### src/rtl/ex_stage_pkg.sv
// Shared encodings for the execute stage: widths, ALU opcodes, exception codes
// and the iterative multiply/divide FSM states.
package ex_stage_pkg;

   localparam int WORD_DATA_W = 32;
   localparam int WORD_ADDR_W = 30;
   localparam int ALU_OP_W    = 4;
   localparam int MEM_OP_W    = 2;
   localparam int CTRL_OP_W   = 2;
   localparam int REG_ADDR_W  = 5;
   localparam int ISA_EXP_W   = 3;
   localparam int MD_STATE_W  = 2;

   localparam logic ENABLE   = 1'b1;
   localparam logic DISABLE  = 1'b0;
   localparam logic ENABLE_  = 1'b0;
   localparam logic DISABLE_ = 1'b1;

   localparam logic [MEM_OP_W-1:0]  MEM_OP_NOP  = '0;
   localparam logic [CTRL_OP_W-1:0] CTRL_OP_NOP = '0;

   localparam logic [ISA_EXP_W-1:0] ISA_EXP_NO_EXP     = 3'd0;
   localparam logic [ISA_EXP_W-1:0] ISA_EXP_EXT_INT    = 3'd1;
   localparam logic [ISA_EXP_W-1:0] ISA_EXP_UNDEF_INSN = 3'd2;
   localparam logic [ISA_EXP_W-1:0] ISA_EXP_OVERFLOW   = 3'd3;

   // MUL/DIVU/REMU occupy previously unused opcode slots
   typedef enum logic [ALU_OP_W-1:0] {
      ALU_OP_NOP  = 4'd0,
      ALU_OP_AND  = 4'd1,
      ALU_OP_OR   = 4'd2,
      ALU_OP_XOR  = 4'd3,
      ALU_OP_ADDS = 4'd4,
      ALU_OP_ADDU = 4'd5,
      ALU_OP_SUBS = 4'd6,
      ALU_OP_SUBU = 4'd7,
      ALU_OP_SHRL = 4'd8,
      ALU_OP_SHLL = 4'd9,
      ALU_OP_MUL  = 4'd10,
      ALU_OP_DIVU = 4'd11,
      ALU_OP_REMU = 4'd12
   } alu_op_e;

   typedef enum logic [MD_STATE_W-1:0] {
      MD_IDLE = 2'd0,
      MD_RUN  = 2'd1,
      MD_DONE = 2'd2
   } md_state_e;

   function automatic logic is_md_op(input logic [ALU_OP_W-1:0] op);
      return (op == ALU_OP_MUL) || (op == ALU_OP_DIVU) || (op == ALU_OP_REMU);
   endfunction

endpackage

### src/rtl/ex_muldiv.sv
// Iterative unsigned multiply / divide: one shift-add or restoring-subtract
// step per cycle over a {hi,lo} register pair, 32 steps per operation.
module ex_muldiv
   import ex_stage_pkg::*;
#(
   parameter int DATA_W = WORD_DATA_W
)
(
   input  logic                clk,
   input  logic                reset_,
   input  logic                i_start,
   input  logic [ALU_OP_W-1:0] i_op,
   input  logic [DATA_W-1:0]   i_a,
   input  logic [DATA_W-1:0]   i_b,
   input  logic                i_stall,
   input  logic                i_flush,
   output logic                o_busy,
   output logic                o_done,
   output logic [DATA_W-1:0]   o_result
);

   localparam int CNT_W = $clog2(DATA_W);

   md_state_e           r_state;
   logic [CNT_W-1:0]    r_cnt;
   logic [DATA_W-1:0]   r_hi;
   logic [DATA_W-1:0]   r_lo;
   logic [DATA_W-1:0]   r_b;
   logic [ALU_OP_W-1:0] r_op;

   logic [DATA_W:0]     w_add;
   logic [DATA_W:0]     w_sh;
   logic [DATA_W:0]     w_diff;
   logic [DATA_W-1:0]   w_hi_nx;
   logic [DATA_W-1:0]   w_lo_nx;

   assign o_busy   = ((r_state == MD_IDLE) && i_start) || (r_state == MD_RUN);
   assign o_done   = (r_state == MD_DONE);
   assign o_result = (r_op == ALU_OP_REMU) ? r_hi : r_lo;

   // MUL shifts the product right through hi:lo; DIV shifts the quotient in at lo[0]
   always_comb begin
      w_add   = r_lo[0] ? ({1'b0, r_hi} + {1'b0, r_b}) : {1'b0, r_hi};
      w_sh    = {r_hi, r_lo[DATA_W-1]};
      w_diff  = w_sh - {1'b0, r_b};
      w_hi_nx = r_hi;
      w_lo_nx = r_lo;
      if (r_op == ALU_OP_MUL) begin
         w_hi_nx = w_add[DATA_W:1];
         w_lo_nx = {w_add[0], r_lo[DATA_W-1:1]};
      end else begin
         w_hi_nx = w_diff[DATA_W] ? w_sh[DATA_W-1:0] : w_diff[DATA_W-1:0];
         w_lo_nx = {r_lo[DATA_W-2:0], ~w_diff[DATA_W]};
      end
   end

   always_ff @(posedge clk or negedge reset_) begin
      if (!reset_) begin
         r_state <= MD_IDLE;
         r_cnt   <= '0;
      end else begin
         case (r_state)
            MD_IDLE: begin
               if (i_start) begin
                  r_state <= MD_RUN;
                  r_cnt   <= '0;
               end
            end
            MD_RUN: begin
               if (i_flush && !i_stall) begin
                  r_state <= MD_IDLE;
               end else begin
                  r_cnt <= r_cnt + 1'b1;
                  if (r_cnt == CNT_W'(DATA_W - 1)) r_state <= MD_DONE;
               end
            end
            MD_DONE: begin
               if (!i_stall) r_state <= MD_IDLE;
            end
            default: r_state <= MD_IDLE;
         endcase
      end
   end

   always_ff @(posedge clk) begin
      if ((r_state == MD_IDLE) && i_start) begin
         r_hi <= '0;
         r_lo <= i_a;
         r_b  <= i_b;
         r_op <= i_op;
      end else if (r_state == MD_RUN) begin
         r_hi <= w_hi_nx;
         r_lo <= w_lo_nx;
      end
   end

endmodule

### src/rtl/ex_stage.sv
// Execute stage: single-cycle ALU, optional iterative MUL/DIVU/REMU unit,
// and the EX/MEM pipeline register.
module ex_stage
   import ex_stage_pkg::*;
#(
   parameter int DATA_W = WORD_DATA_W,
   parameter int MD_EN  = 1
)
(
   input  logic                   clk,
   input  logic                   reset_,
   input  logic [WORD_ADDR_W-1:0] IDPC,
   input  logic                   IDEn,
   input  logic [ALU_OP_W-1:0]    IDALUOp,
   input  logic [DATA_W-1:0]      IDALUIn0,
   input  logic [DATA_W-1:0]      IDALUIn1,
   input  logic                   IDBrFlag,
   input  logic [MEM_OP_W-1:0]    IDMemOp,
   input  logic [DATA_W-1:0]      IDMemWrData,
   input  logic [CTRL_OP_W-1:0]   IDCtrlOp,
   input  logic [REG_ADDR_W-1:0]  IDDstAddr,
   input  logic                   IDGPRWE_,
   input  logic [ISA_EXP_W-1:0]   IDExpCode,
   input  logic                   Stall,
   input  logic                   Flush,
   output logic [DATA_W-1:0]      FwdData,
   output logic                   MDBusy,
   output logic [WORD_ADDR_W-1:0] EXPC,
   output logic                   EXEn,
   output logic                   EXBrFlag,
   output logic [MEM_OP_W-1:0]    EXMemOp,
   output logic [DATA_W-1:0]      EXMemWrData,
   output logic [CTRL_OP_W-1:0]   EXCtrlOp,
   output logic [REG_ADDR_W-1:0]  EXDstAddr,
   output logic                   EXGPRWE_,
   output logic [ISA_EXP_W-1:0]   EXExpCode,
   output logic [DATA_W-1:0]      EXOut
);

   alu_op_e               w_op;
   logic [DATA_W-1:0]     w_alu;
   logic                  w_ovf;
   logic                  w_no_exp;
   logic                  w_md_op;
   logic                  w_md_start;
   logic                  w_md_busy;
   logic                  w_md_done;
   logic [DATA_W-1:0]     w_md_result;
   logic                  w_undef;
   logic                  w_local_exp;
   logic [ISA_EXP_W-1:0]  w_exp;

   assign w_op     = alu_op_e'(IDALUOp);
   assign w_no_exp = (IDExpCode == ISA_EXP_NO_EXP);

   always_comb begin
      w_alu = IDALUIn0;
      w_ovf = 1'b0;
      case (w_op)
         ALU_OP_AND:  w_alu = IDALUIn0 & IDALUIn1;
         ALU_OP_OR:   w_alu = IDALUIn0 | IDALUIn1;
         ALU_OP_XOR:  w_alu = IDALUIn0 ^ IDALUIn1;
         ALU_OP_ADDS: begin
            w_alu = IDALUIn0 + IDALUIn1;
            w_ovf = (IDALUIn0[DATA_W-1] == IDALUIn1[DATA_W-1]) &&
                    (w_alu[DATA_W-1] != IDALUIn0[DATA_W-1]);
         end
         ALU_OP_ADDU: w_alu = IDALUIn0 + IDALUIn1;
         ALU_OP_SUBS: begin
            w_alu = IDALUIn0 - IDALUIn1;
            w_ovf = (IDALUIn0[DATA_W-1] != IDALUIn1[DATA_W-1]) &&
                    (w_alu[DATA_W-1] != IDALUIn0[DATA_W-1]);
         end
         ALU_OP_SUBU: w_alu = IDALUIn0 - IDALUIn1;
         ALU_OP_SHRL: w_alu = IDALUIn0 >> IDALUIn1[4:0];
         ALU_OP_SHLL: w_alu = IDALUIn0 << IDALUIn1[4:0];
         ALU_OP_MUL, ALU_OP_DIVU, ALU_OP_REMU: w_alu = '0;
         default:     w_alu = IDALUIn0;
      endcase
   end

   assign w_md_op = IDEn && w_no_exp && is_md_op(IDALUOp);

   // A flush that takes effect this edge must not launch a new iterative op
   generate
      if (MD_EN != 0) begin : g_md
         assign w_md_start = w_md_op && !(Flush && !Stall);
         assign w_undef    = 1'b0;
         ex_muldiv #(.DATA_W(DATA_W)) u_muldiv (
            .clk      (clk),
            .reset_   (reset_),
            .i_start  (w_md_start),
            .i_op     (IDALUOp),
            .i_a      (IDALUIn0),
            .i_b      (IDALUIn1),
            .i_stall  (Stall),
            .i_flush  (Flush),
            .o_busy   (w_md_busy),
            .o_done   (w_md_done),
            .o_result (w_md_result)
         );
      end else begin : g_no_md
         assign w_md_start  = 1'b0;
         assign w_undef     = w_md_op;
         assign w_md_busy   = 1'b0;
         assign w_md_done   = 1'b0;
         assign w_md_result = '0;
      end
   endgenerate

   assign FwdData = w_md_done ? w_md_result : w_alu;
   assign MDBusy  = w_md_busy;

   // Upstream exception code always takes priority over locally raised ones
   assign w_local_exp = w_no_exp && IDEn && (w_ovf || w_undef);
   always_comb begin
      w_exp = IDExpCode;
      if (w_no_exp && IDEn && w_ovf)        w_exp = ISA_EXP_OVERFLOW;
      else if (w_no_exp && IDEn && w_undef) w_exp = ISA_EXP_UNDEF_INSN;
   end

   always_ff @(posedge clk or negedge reset_) begin
      if (!reset_) begin
         EXPC        <= '0;
         EXEn        <= DISABLE;
         EXBrFlag    <= 1'b0;
         EXMemOp     <= MEM_OP_NOP;
         EXMemWrData <= '0;
         EXCtrlOp    <= CTRL_OP_NOP;
         EXDstAddr   <= '0;
         EXGPRWE_    <= DISABLE_;
         EXExpCode   <= ISA_EXP_NO_EXP;
         EXOut       <= '0;
      end else if (!Stall) begin
         if (Flush || w_md_busy) begin
            EXPC        <= '0;
            EXEn        <= DISABLE;
            EXBrFlag    <= 1'b0;
            EXMemOp     <= MEM_OP_NOP;
            EXMemWrData <= '0;
            EXCtrlOp    <= CTRL_OP_NOP;
            EXDstAddr   <= '0;
            EXGPRWE_    <= DISABLE_;
            EXExpCode   <= ISA_EXP_NO_EXP;
            EXOut       <= '0;
         end else begin
            EXPC        <= IDPC;
            EXEn        <= IDEn;
            EXBrFlag    <= IDBrFlag;
            EXMemOp     <= IDMemOp;
            EXMemWrData <= IDMemWrData;
            EXCtrlOp    <= IDCtrlOp;
            EXDstAddr   <= IDDstAddr;
            EXGPRWE_    <= w_local_exp ? DISABLE_ : IDGPRWE_;
            EXExpCode   <= w_exp;
            EXOut       <= FwdData;
         end
      end
   end

endmodule
### config.mk
export PLATFORM = sky130hd
export DESIGN_NAME = ex_stage
export DESIGN_NICKNAME = d
export VERILOG_FILES = /design/src/rtl/ex_stage_pkg.sv /design/src/rtl/ex_muldiv.sv /design/src/rtl/ex_stage.sv
export SDC_FILE = /design/constraint.sdc
export NUM_CORES = 1
export LEC_CHECK = 0
export ABC_AREA = 1
export BUFFER_PORTS_ARGS = -buffer_cell sky130_fd_sc_hd__buf_2
export CAP_MARGIN = 25
export CORE_ASPECT_RATIO = 1.25
export CORE_MARGIN = 4
export CORE_UTILIZATION = 30
export DETAILED_ROUTE_END_ITERATION = 16
export SLEW_MARGIN = 5
export SYNTH_ARGS = -nofsm -noshare
export SYNTH_HDL_FRONTEND = slang
export SYNTH_HIERARCHICAL = 1
export SYNTH_SLANG_ARGS = --single-unit
### constraint.sdc
create_clock -name clk -period 3.82 [get_ports clk]
set_input_delay 0 -clock clk [delete_from_list [all_inputs] [get_ports clk]]
set_output_delay 0 -clock clk [all_outputs]
set_load 0.01 [all_outputs]
After elaboration in Yosys (flattened, before gate mapping)
Index checks and enable logic that the tools add are counted.
{"block": "word_totals", "ff_bits": 216}
{"block": "op_classes", "n_addsub": 5, "eq_ne": 25, "shift": 2, "mux": 30, "bitwise": 4, "n_reduce_logical": 23}
{"op": "$mux W32", "count": 9}
{"op": "$pmux W32 S8", "count": 1}
{"op": "$add A32 B32 Y33", "count": 1}
{"op": "$mux W33", "count": 1}
{"op": "$sub A33 B32 Y33", "count": 1}
{"op": "$add A32 B32 Y32", "count": 1}
{"op": "$and A32 B32 Y32", "count": 1}
{"op": "$or A32 B32 Y32", "count": 1}
{"op": "$shl A32 B5 Y32", "count": 1}
{"op": "$shr A32 B5 Y32", "count": 1}
{"op": "$sub A32 B32 Y32", "count": 1}
{"op": "$xor A32 B32 Y32", "count": 1}
{"op": "$mux W30", "count": 1}
{"op": "$eq A4 B4 Y1 const B", "count": 7}
{"op": "$eq A4 B3 Y1 const B", "count": 4}
{"op": "$mux W5", "count": 3}
{"op": "$mux W2", "count": 6}
{"op": "$pmux W5 S2", "count": 1}
{"op": "$eq A4 B2 Y1 const B", "count": 2}
{"op": "$logic_and A1 B1 Y1", "count": 8}
{"op": "$mux W3", "count": 2}
{"op": "$pmux W2 S3", "count": 1}
{"op": "$reduce_and A3 Y1", "count": 2}
{"op": "$add A5 B1 Y5 const B", "count": 1}
{"op": "other kinds (19)", "count": 31}

Longest topological paths before layout
Gate-level depths: netlist of run 1.
{"block": "depth", "ltp_word": 9, "mapped_depth": 21, "depth_no_buf": 19}

Modules after synthesis
The synthesis of run 1 kept the hierarchy.
{"mod": "ex_stage", "instances": 1, "cells_each": 2513, "area_each_um2": 14442.6, "seq_area_each_um2": 2728.9}
{"mod": "ex_muldiv", "instances": 1, "cells_each": 1823, "area_each_um2": 10821.6, "seq_area_each_um2": 2857.7}

Worst setup path before layout of run 1
OpenSTA, ideal clock, no wires.
{"block": "synth_path", "path_type": "reg2reg", "start": "register g_md.u_muldiv.r_state[0]", "end": "register EXOut[10]", "setup_time_ps": 66, "arrival_time_ps": 2964, "t_required_ps": 3754, "setup_slack_ps": 790, "stages_incl_launch_ff": 13, "path_buffers": 4, "synth_period_minus_slack_ps": 3030, "cell_sequence": "dfrtp_1 nor2_1 nand2_1 clkbuf_1 buf_1 nand2_1 nor2_1 nand2_1 inv_2 clkbuf_1 buf_1 nand2_1 nand2_1"}
{"block": "synth_via", "elab_chain_cells": 5, "word_cells_on_any_way": 8, "cone_classes": "2 x eq/ne; 2 x mux; 4 x reduce/logical"}
{"element": "start, declared", "line_no": "ex_muldiv.sv:24", "rtl": "md_state_e r_state;"}
{"element": "start signal, assigned", "line_no": "ex_muldiv.sv:59", "rtl": "r_state <= MD_IDLE;"}
{"element": "start signal, assigned", "line_no": "ex_muldiv.sv:65", "rtl": "r_state <= MD_RUN;"}
{"element": "start signal, assigned", "line_no": "ex_muldiv.sv:71", "rtl": "r_state <= MD_IDLE;"}
{"element": "$logic_not A2 Y1", "line_no": "ex_muldiv.sv:37", "rtl": "assign o_busy = ((r_state == MD_IDLE) && i_start) || (r_state == MD_RUN);"}
{"element": "$logic_and A1 B1 Y1", "line_no": "ex_muldiv.sv:37"}
{"element": "$logic_or A1 B1 Y1 (*)", "line_no": "ex_muldiv.sv:37"}
{"element": "net MDBusy", "line_no": "ex_stage.sv:27", "rtl": "output logic MDBusy,"}
{"element": "$logic_or A1 B1 Y1 (*)", "line_no": "ex_stage.sv:135", "rtl": "if (Flush || w_md_busy) begin"}
{"element": "$mux W32 (*)", "line_no": "ex_stage.sv:135"}
{"element": "end signal, assigned", "line_no": "ex_stage.sv:156", "rtl": "EXOut <= FwdData;"}
{"element": "end, declared", "line_no": "ex_stage.sv:37", "rtl": "output logic [DATA_W-1:0] EXOut"}
The timed path passes the listed nets; every way through them passes the cells marked *.
A chain may end at the register's enable or synchronous reset.

Final worst setup path of run 1
{"block": "layout_path", "start": "input IDALUIn0[27]", "end": "register EXExpCode[0]"}
{"block": "layout_via", "elab_chain_cells": 7, "word_cells_on_any_way": 10, "cone_classes": "2 x add/sub; 2 x eq/ne; 3 x mux; 3 x reduce/logical"}
{"element": "start, declared", "line_no": "ex_stage.sv:15", "rtl": "input logic [DATA_W-1:0] IDALUIn0,"}
{"element": "$sub A32 B32 Y32 / $add A32 B32 Y32 (equally long branches)", "line_no": "ex_stage.sv:70, ex_stage.sv:64"}
{"element": "$ne A1 B1 Y1, on equally long branches", "line_no": "ex_stage.sv:72, ex_stage.sv:66"}
{"element": "$logic_and A1 B1 Y1, on equally long branches", "line_no": "ex_stage.sv:71, ex_stage.sv:65"}
{"element": "$pmux W1 S2 (*)", "line_no": "ex_stage.sv:59", "rtl": "case (w_op)"}
{"element": "$logic_and A1 B1 Y1 (*)", "line_no": "ex_stage.sv:118", "rtl": "if (w_no_exp && IDEn && w_ovf) w_exp = ISA_EXP_OVERFLOW;"}
{"element": "$mux W3 (*)", "line_no": "ex_stage.sv:118"}
{"element": "$mux W3 (*)", "line_no": "ex_stage.sv:135"}
{"element": "end signal, assigned", "line_no": "ex_stage.sv:155", "rtl": "EXExpCode <= w_exp;"}
{"element": "end, declared", "line_no": "ex_stage.sv:36", "rtl": "output logic [ISA_EXP_W-1:0] EXExpCode,"}
Every way passes the cells marked *; elsewhere a longest branch is shown, timed or not.

==> metrics, run 1 <==
outcome=finished clean; Seq/Total Area, Yosys=0.221; share of Yosys cell area claimed by the top area cell type=0.224; layout cells sized above 1=0.103; Layout Skew=~0.020 ns; area of the core=roughly 83000 um2; peak supply drop=roughly 350 uV; post-synthesis area per instance=just under 6 um2; Die Height=~330 um; Final Cell Area=slightly above 30000 um2; Least-Margin Pin Slew=1.02 ns; P&R area growth vs syn=19.8%; Placed Cells=5589; setup TNS=0 ns; total number of vias=a little over 30000; vias in the first global route=just under 30000; most used flip-flop cell after synthesis=dfrtp_1; synth top area cells=nand2_1 22%, dfrtp_1 11%, nand3_1 10%; RSZ-0062 raised after global routing=false; Switch Pwr=approximately 7 mW; worst path buffer plus inverter count=4; clock group share of total power=0.202; grt ovf=0; Final Slew Violations=0; Layout fillers=a little over 9000; Synth cell types=54; kind of critical path=in2reg; post-DP HPWL=~110000 um; CTS H-tree lvls=1; Via density=about 5.3; DR WL/cell=approximately 23 um; GRT Util Overall=0.282; Startpoint Class=input pin; Area after DPL=27800 um2; Internal=about 7.0 mW; global-route wire length before repair=189000 um; Final Setup Violations=0; Post-Syn Nets=4664; Clock Path Buffers=3; R2R cell count=12; die width=between 200 and 300 um; worst r2r src=g_md.u_muldiv/r_b[9]$_DFFE_PP_; Netlist Area Pre-Place=between 20000 and 30000 um2; clk slew on worst S/H paths=0.06 ns; initial core utilization=0.304; Tcrit/Tclk final=0.952; CTS tree=yes; end of the critical path=EXExpCode[0]$_DFFE_PN0N_; Critical Path RT=4.32 ns; Routed WL=approximately 130000 um; Post-synth ARST share=0.537; R2R Setup Slk=just under 0.9 ns; root buf cell=clkbuf_16; CP startpoint=IDALUIn0[27]; final antenna-violating net count=0; CP top delay family=simple AND/OR/NAND/NOR gates; leakage power=about 17 nW; CP max FO=7; slowest stage delay, CP=0.57 ns; CP most frequent cell=nand2_1; yosys warns=6; Synth area leader=nand2_1; critical path's slowest cell=ha_1; Worst R2R End=g_md.u_muldiv/r_hi[26]$_SDFFE_PP0P_; later-pin clock latency in the skew report=0.57 ns; WHS=a little over 0.04 ns; pwr dens=465 nW/um2; non-filler cells, final=approximately 5800; Num CTS Buffers=26; Comb pwr share=0.578; cell count along the critical path=17; Sequential Area=between 5000 and 6000 um2; Placer Congestion=~1.0; largest net degree at the start of global routing=97; Worst setup EP type=register; sw frac=0.505; # IOs=between 200 and 300; initial antenna violation count=6; number of remaining DRC errors=0; final hold vios=0; FMAX=around 280 MHz; most common cell after layout, fill and taps aside=nand2_1; commonest cells after routing, fill and taps aside=1506 x nand2_1, 679 x inv_1, 512 x nand3_1, 333 x nor2_1, 288 x buf_2; Max-Cap Viols=0; final core utilization=0.364; sequential group share of total power=0.220; multi-input logic area=around 16000 um2; EDFF count, synth=between 60 and 70; crit-path cells=dlygate4sd3_1 -> buf_2 -> inv_1 -> ha_1 -> nand2_1 -> nor2_2 -> nand2_1 -> nand2_1 -> a21oi_1 -> nand2_1 -> o21ai_0 -> o21ai_1 -> nand2_1 -> nand2_1 -> dlygate4sd3_1 -> nand2_1 -> nand2_1; DR pass1 iterations=6; Tmin final=roughly 3.6 ns; WP data arrival=4.13 ns; nets=5014; clk sinks=about 220; # rows=118; die area=about 90000 um2; PortBufs=290; #FFs+latches synth=around 220; min-delay worst type=in2reg; Cells after Synth=about 4300; Max-slew headroom=0.322; starting DRC count in detailed routing=3460
[state kept, by name, indices dropped and copies added (netlist names), 3 cells and up]
| signal | flops |
|---|---|
| g_md.u_muldiv/r_cnt | 5 |
| g_md.u_muldiv/r_op | 4 |
| EXExpCode | 3 |
| EXMemWrData | 32 |
| g_md.u_muldiv/r_lo | 32 |
| EXPC | 30 |
| EXOut | 32 |
| EXDstAddr | 5 |
| g_md.u_muldiv/r_b | 32 |
| g_md.u_muldiv/r_hi | 32 |
[Yosys cell counts, types with 20 or more instances]
master    instances
inv_1           682
nand3_1         513
o21ai_0         154
edfxtp_1         68
nand2_1        1509
dfrtp_1         115
buf_2            63
dfxtp_1          32
nand4_1          36
nand2_2          24
a22o_1           74
o211ai_1         26
ha_1            175
nor3_1           32
a21oi_1         170
a31oi_1          31
clkbuf_1         70
buf_1            23
nor2_1          336
and2_1           20
[cells by family after synthesis]
family,count (synthesis),share of synthesized area
and+or+nand+nor,2519,0.418
xor gates and xnor gates,30,0.0104
adders and majority gates,179,0.0898
DFF,216,0.221
AOI/OAI and AO/OA,524,0.125
buffers and inverters,868,0.136
[routing by layer]
metal | vias to the layer above | GRT usage | share of wire
met3 | 420 | 0.0366 | 0.071
met5 | - | 0 | 0
met1 | 14000 | 0.335 | 0.38
met2 | 1518 | 0.466 | 0.46
met4 | 0 | 0.201 | 0.090
li1 | 14500 | - | -
[tightest hold or removal path: cells and delay by family]
family / cells / cell delay (ns)
and+or+nand+nor: 1 / 0.17
buffers and inverters: 1 / 0.21
AOI/OAI and AO/OA: 1 / 0.05
[power groups by stage]
stage	clock [mW]	combinational, mW	sequential, mW
floorplan	0	5.31	3.04
global placement	0	7.85	3.12
detailed placement	0	7.87	3.12
CTS	2.87	8.04	3.08
global route	2.96	8.99	3.13
finish	2.85	8.15	3.09
[final cells by class]
class | instances | area share
Antenna cell | 4 | 0.000331
Clock buffer | 32 | 0.0236
Clock inverter | 16 | 0.00798
Inverter | 694 | 0.0862
Multi-Input combinational cell | 3252 | 0.538
Sequential cell | 216 | 0.185
Tap cell | 1080 | 0.0446
Timing Repair Buffer | 496 | 0.115
[metrics by stage]
| step | worst slack [ns] | power [mW] |
|---|---|---|
| 4_1_cts | 0.178 | 14.0 |
| 6_report | 0.184 | 14.1 |
| 3_5_place_dp | 0.302 | 11.0 |
| 5_1_grt | 0.0692 | 15.1 |
| 2_1_floorplan | 0.790 | 8.35 |
| 3_3_place_gp | 0.210 | 11.0 |
[how the worst min path moves through the flow]
stage                     slack (ns)                                to          from  cells past startpoint
after floorplan                -0.30              EXBrFlag$_DFFE_PN0N_        reset_                      0
after detailed placement        0.17               EXPC[5]$_DFFE_PN0N_        reset_                      1
after global routing            0.04   g_md.u_muldiv/r_lo[7]$_DFFE_PP_   IDALUIn0[7]                      3
after CTS                     0.0005   g_md.u_muldiv/r_lo[5]$_DFFE_PP_   IDALUIn0[5]                      3
after global placement          0.17               EXPC[5]$_DFFE_PN0N_        reset_                      1
final                           0.04  g_md.u_muldiv/r_lo[28]$_DFFE_PP_  IDALUIn0[28]                      3
[what timing repair did]
item,CTS,global route
endpoints found under the setup margin,0,3
setup buffers,0,0
gates resized for setup,0,1
hold buffers,146,1
hold endpoints to repair,193,5
Note: power is estimated with default switching activity, not from simulation.
==> run 2: changes to the inputs <==
--- a/config.mk
+++ b/config.mk
@@ -10,8 +10,9 @@
 export CAP_MARGIN = 25
 export CORE_ASPECT_RATIO = 1.25
 export CORE_MARGIN = 4
-export CORE_UTILIZATION = 30
+export CORE_UTILIZATION = 48
 export DETAILED_ROUTE_END_ITERATION = 16
+export PLACE_DENSITY = 0.68
 export SLEW_MARGIN = 5
 export SYNTH_ARGS = -nofsm -noshare
 export SYNTH_HDL_FRONTEND = slang
==> run 2 against run 1 <==
  * Final cell count is 7.4% lower
  * Critical path depth decreased by 4
  * Worst hold slack lost 0.0038 ns
  * Die area down 37%
  * Clock power fell by 21%
  * Sequential share of layout area is 0.53 points higher
  * Non-clock buffer count down 4
  * Maximum frequency rose by 0.88%
  * Register-to-register slack lost 0.06 ns
  * Utilization up 20 points
  * Sequential power about the same
  * Largest power group unchanged
  * Highest routed layer is now met5
==> metrics, run 2 (synthesis results as in run 1) <==
outcome=finished clean (unchanged); Area after DPL=27200 um2 (was 27800 um2); slowest stage delay, CP=0.58 ns (was 0.57 ns); Max-slew headroom=0.328 (was 0.322); CP top delay family=buffers and inverters (was simple AND/OR/NAND/NOR gates); non-filler cells, final=5364 (was 5790); Placed Cells=5175 (was 5589); post-DP HPWL=92500 um (was 105000 um); die width=213 um (was 268 um); FMAX=277 MHz (was 275 MHz); clk slew on worst S/H paths=0.07 ns (was 0.06 ns); Final Slew Violations=0 (unchanged); DR WL/cell=22.0 um (was 22.6 um); sequential group share of total power=0.233 (was 0.220); die area=56400 um2 (was 89000 um2); leakage power=16.6 nW (was 16.8 nW); peak supply drop=310 uV (was 347 uV); Tcrit/Tclk final=0.944 (was 0.952); Placer Congestion=1.11 (was 1.04); grt ovf=0 (unchanged); Max-Cap Viols=0 (unchanged); pwr dens=452 nW/um2 (was 465 nW/um2); initial antenna violation count=3 (was 6); most common cell after layout, fill and taps aside=nand2_1 (unchanged); global-route wire length before repair=173000 um (was 189000 um); R2R Setup Slk=0.82 ns (was 0.88 ns); vias in the first global route=28800 (was 29400); Setup WS pre-CTS=0.720 ns (was 0.302 ns); DR pass1 iterations=7 (was 6); Switch Pwr=6.78 mW (was 7.12 mW); Least-Margin Pin Slew=1.01 ns (was 1.02 ns); PortBufs=290 (unchanged); nets=5008 (was 5014); layout cells sized above 1=0.101 (was 0.103); Worst setup EP type=register (unchanged); sw frac=0.510 (was 0.505); Num CTS Buffers=24 (was 26); Final Setup Violations=0 (unchanged); Layout fillers=5407 (was 9306); min-delay worst type=in2async (was in2reg); clk sinks=216 (unchanged); root buf cell=clkbuf_16 (unchanged); final hold vios=0 (unchanged); final antenna-violating net count=0 (unchanged); Internal=6.53 mW (was 6.97 mW); # IOs=291 (unchanged); Comb pwr share=0.597 (was 0.578); Via density=5.62 (was 5.26); CTS tree=yes (unchanged); # rows=93 (was 118); kind of critical path=in2reg (unchanged); WP data arrival=4.02 ns (was 4.13 ns); total number of vias=30100 (was 30500); setup TNS=0 ns (unchanged); Final WS setup=0.216 ns (was 0.184 ns); area of the core=51800 um2 (was 83100 um2); crit-path cells=dlygate4sd3_1 -> buf_2 -> nor4_1 -> o21ai_0 -> a211oi_2 -> nand2_4 -> nand2_1 -> nor2_1 -> nand2_1 -> clkinv_2 -> buf_4 -> a22o_1 -> dlygate4sd3_1 (was dlygate4sd3_1 -> buf_2 -> inv_1 -> ha_1 -> nand2_1 -> nor2_2 -> nand2_1 -> nand2_1 -> a21oi_1 -> nand2_1 -> o21ai_0 -> o21ai_1 -> nand2_1 -> nand2_1 -> dlygate4sd3_1 -> nand2_1 -> nand2_1); CP max FO=57 (was 7); Clock Path Buffers=3 (unchanged); WHS=0.0372 ns (was 0.0410 ns); clock group share of total power=0.170 (was 0.202); starting DRC count in detailed routing=3273 (was 3460); Die Height=265 um (was 332 um); RSZ-0062 raised after global routing=false (unchanged); number of remaining DRC errors=0 (unchanged); later-pin clock latency in the skew report=0.54 ns (was 0.57 ns); Final Cell Area=29400 um2 (was 30300 um2); worst path buffer plus inverter count=5 (was 4); largest net degree at the start of global routing=87 (was 97); Layout Skew=0.0217 ns (was 0.0202 ns); initial core utilization=0.488 (was 0.304); Startpoint Class=input pin (unchanged); commonest cells after routing, fill and taps aside=1506 x nand2_1, 679 x inv_1, 512 x nand3_1, 334 x nor2_1, 288 x buf_2 (was 1506 x nand2_1, 679 x inv_1, 512 x nand3_1, 333 x nor2_1, 288 x buf_2); critical path's slowest cell=dlygate4sd3_1 (was ha_1); Routed WL=118000 um (was 131000 um); Critical Path RT=4.24 ns (was 4.32 ns); GRT Util Overall=0.400 (was 0.282); Tmin final=3.60 ns (was 3.64 ns); Setup Fix Bufs, Post-CTS=0 (unchanged); P&R area growth vs syn=16.5% (was 19.8%); CTS H-tree lvls=1 (unchanged)
[run 2: cell count changes in the layout (fill, tap and decap cells not counted), moves of 2 or more]
| cell | previous run | this run |
|---|---|---|
| buf_4 | 54 | 58 |
| bufinv_16 | 5 | 0 |
| clkinv_4 | 3 | 1 |
| diode_2 | 4 | 2 |
| clkbuf_16 | 26 | 24 |
| dlygate4sd3_1 | 147 | 144 |
| buf_12 | 4 | 1 |
| clkbuf_1 | 2 | 6 |
| buf_16 | 3 | 1 |
[run 2: final timing paths]
| path | start | endpoint | cells past startpoint |
|---|---|---|---|
| setup / recovery | IDExpCode[0] | EXMemWrData[21]$_DFFE_PN0N_ | 13 |
| hold / removal | reset_ | EXOut[3]$_DFFE_PN0N_ | 2 |
| setup reg to reg | g_md.u_muldiv/r_state[0]$_DFFE_PN0P_ | EXMemWrData[21]$_DFFE_PN0N_ | 11 |
| min in group clk | IDALUIn0[30] | g_md.u_muldiv/r_lo[30]$_DFFE_PP_ | 3 |
| max in group asynchronous | reset_ | EXOut[30]$_DFFE_PN0N_ | 3 |
| hold reg to reg | EXOut[9]$_DFFE_PN0N_ | EXOut[9]$_DFFE_PN0N_ | 2 |
[run 2: repair_timing]
item / 4_1_cts / 5_1_grt
hold endpoints to repair: 178 / 0
endpoints found under the setup margin: 0 / 17
hold buffers: 144 / 0
resized for setup: 0 / 1
[run 2: worst reg2reg max path, stage by stage (launching register included)]
cell           delay, ns
dfrtp_1             0.41
inv_1               0.07
nor2_2              0.07
buf_4               0.37
inv_1               0.11
nand2_1             0.09
nor2_1              0.06
nand2_1             0.12
clkinv_2            0.28
buf_4               0.42
a22o_1              0.30
dlygate4sd3_1       0.58
[run 2: final cells by class]
class                           instances  area, um2  share of cell area
Inverter                              694       2610              0.0886
Clock inverter                          9       75.1             0.00255
Tap cell                              665        832              0.0283
Timing Repair Buffer                  492       3370               0.114
Multi-Input combinational cell       3252      16300               0.553
Sequential cell                       216       5590               0.190
Antenna cell                            2       5.00            0.000170
Clock buffer                           34        678              0.0230
[run 2: power groups by stage]
stage | combinational [mW] | clock (mW) | sequential (mW)
2_1_floorplan | 5.31 | 0 | 3.04
4_1_cts | 7.79 | 2.29 | 3.09
3_5_place_dp | 7.61 | 0 | 3.13
3_3_place_gp | 7.59 | 0 | 3.13
5_1_grt | 8.78 | 2.37 | 3.13
6_report | 7.94 | 2.26 | 3.11
[run 2: metrics by stage]
step           power [mW]  utilization
2_1_floorplan        8.35            -
3_3_place_gp         10.7        0.525
3_5_place_dp         10.7        0.526
4_1_cts              13.2        0.568
5_1_grt              14.3        0.568
6_report             13.3        0.568
[run 2: metal layers]
layer | up-vias | share of wire | global-route usage
li1 | 14500 | - | -
met4 | 2 | 0.11 | 0.329
met3 | 458 | 0.076 | 0.0504
met2 | 1522 | 0.45 | 0.640
met5 | - | 0.00011 | 0
met1 | 13700 | 0.37 | 0.477
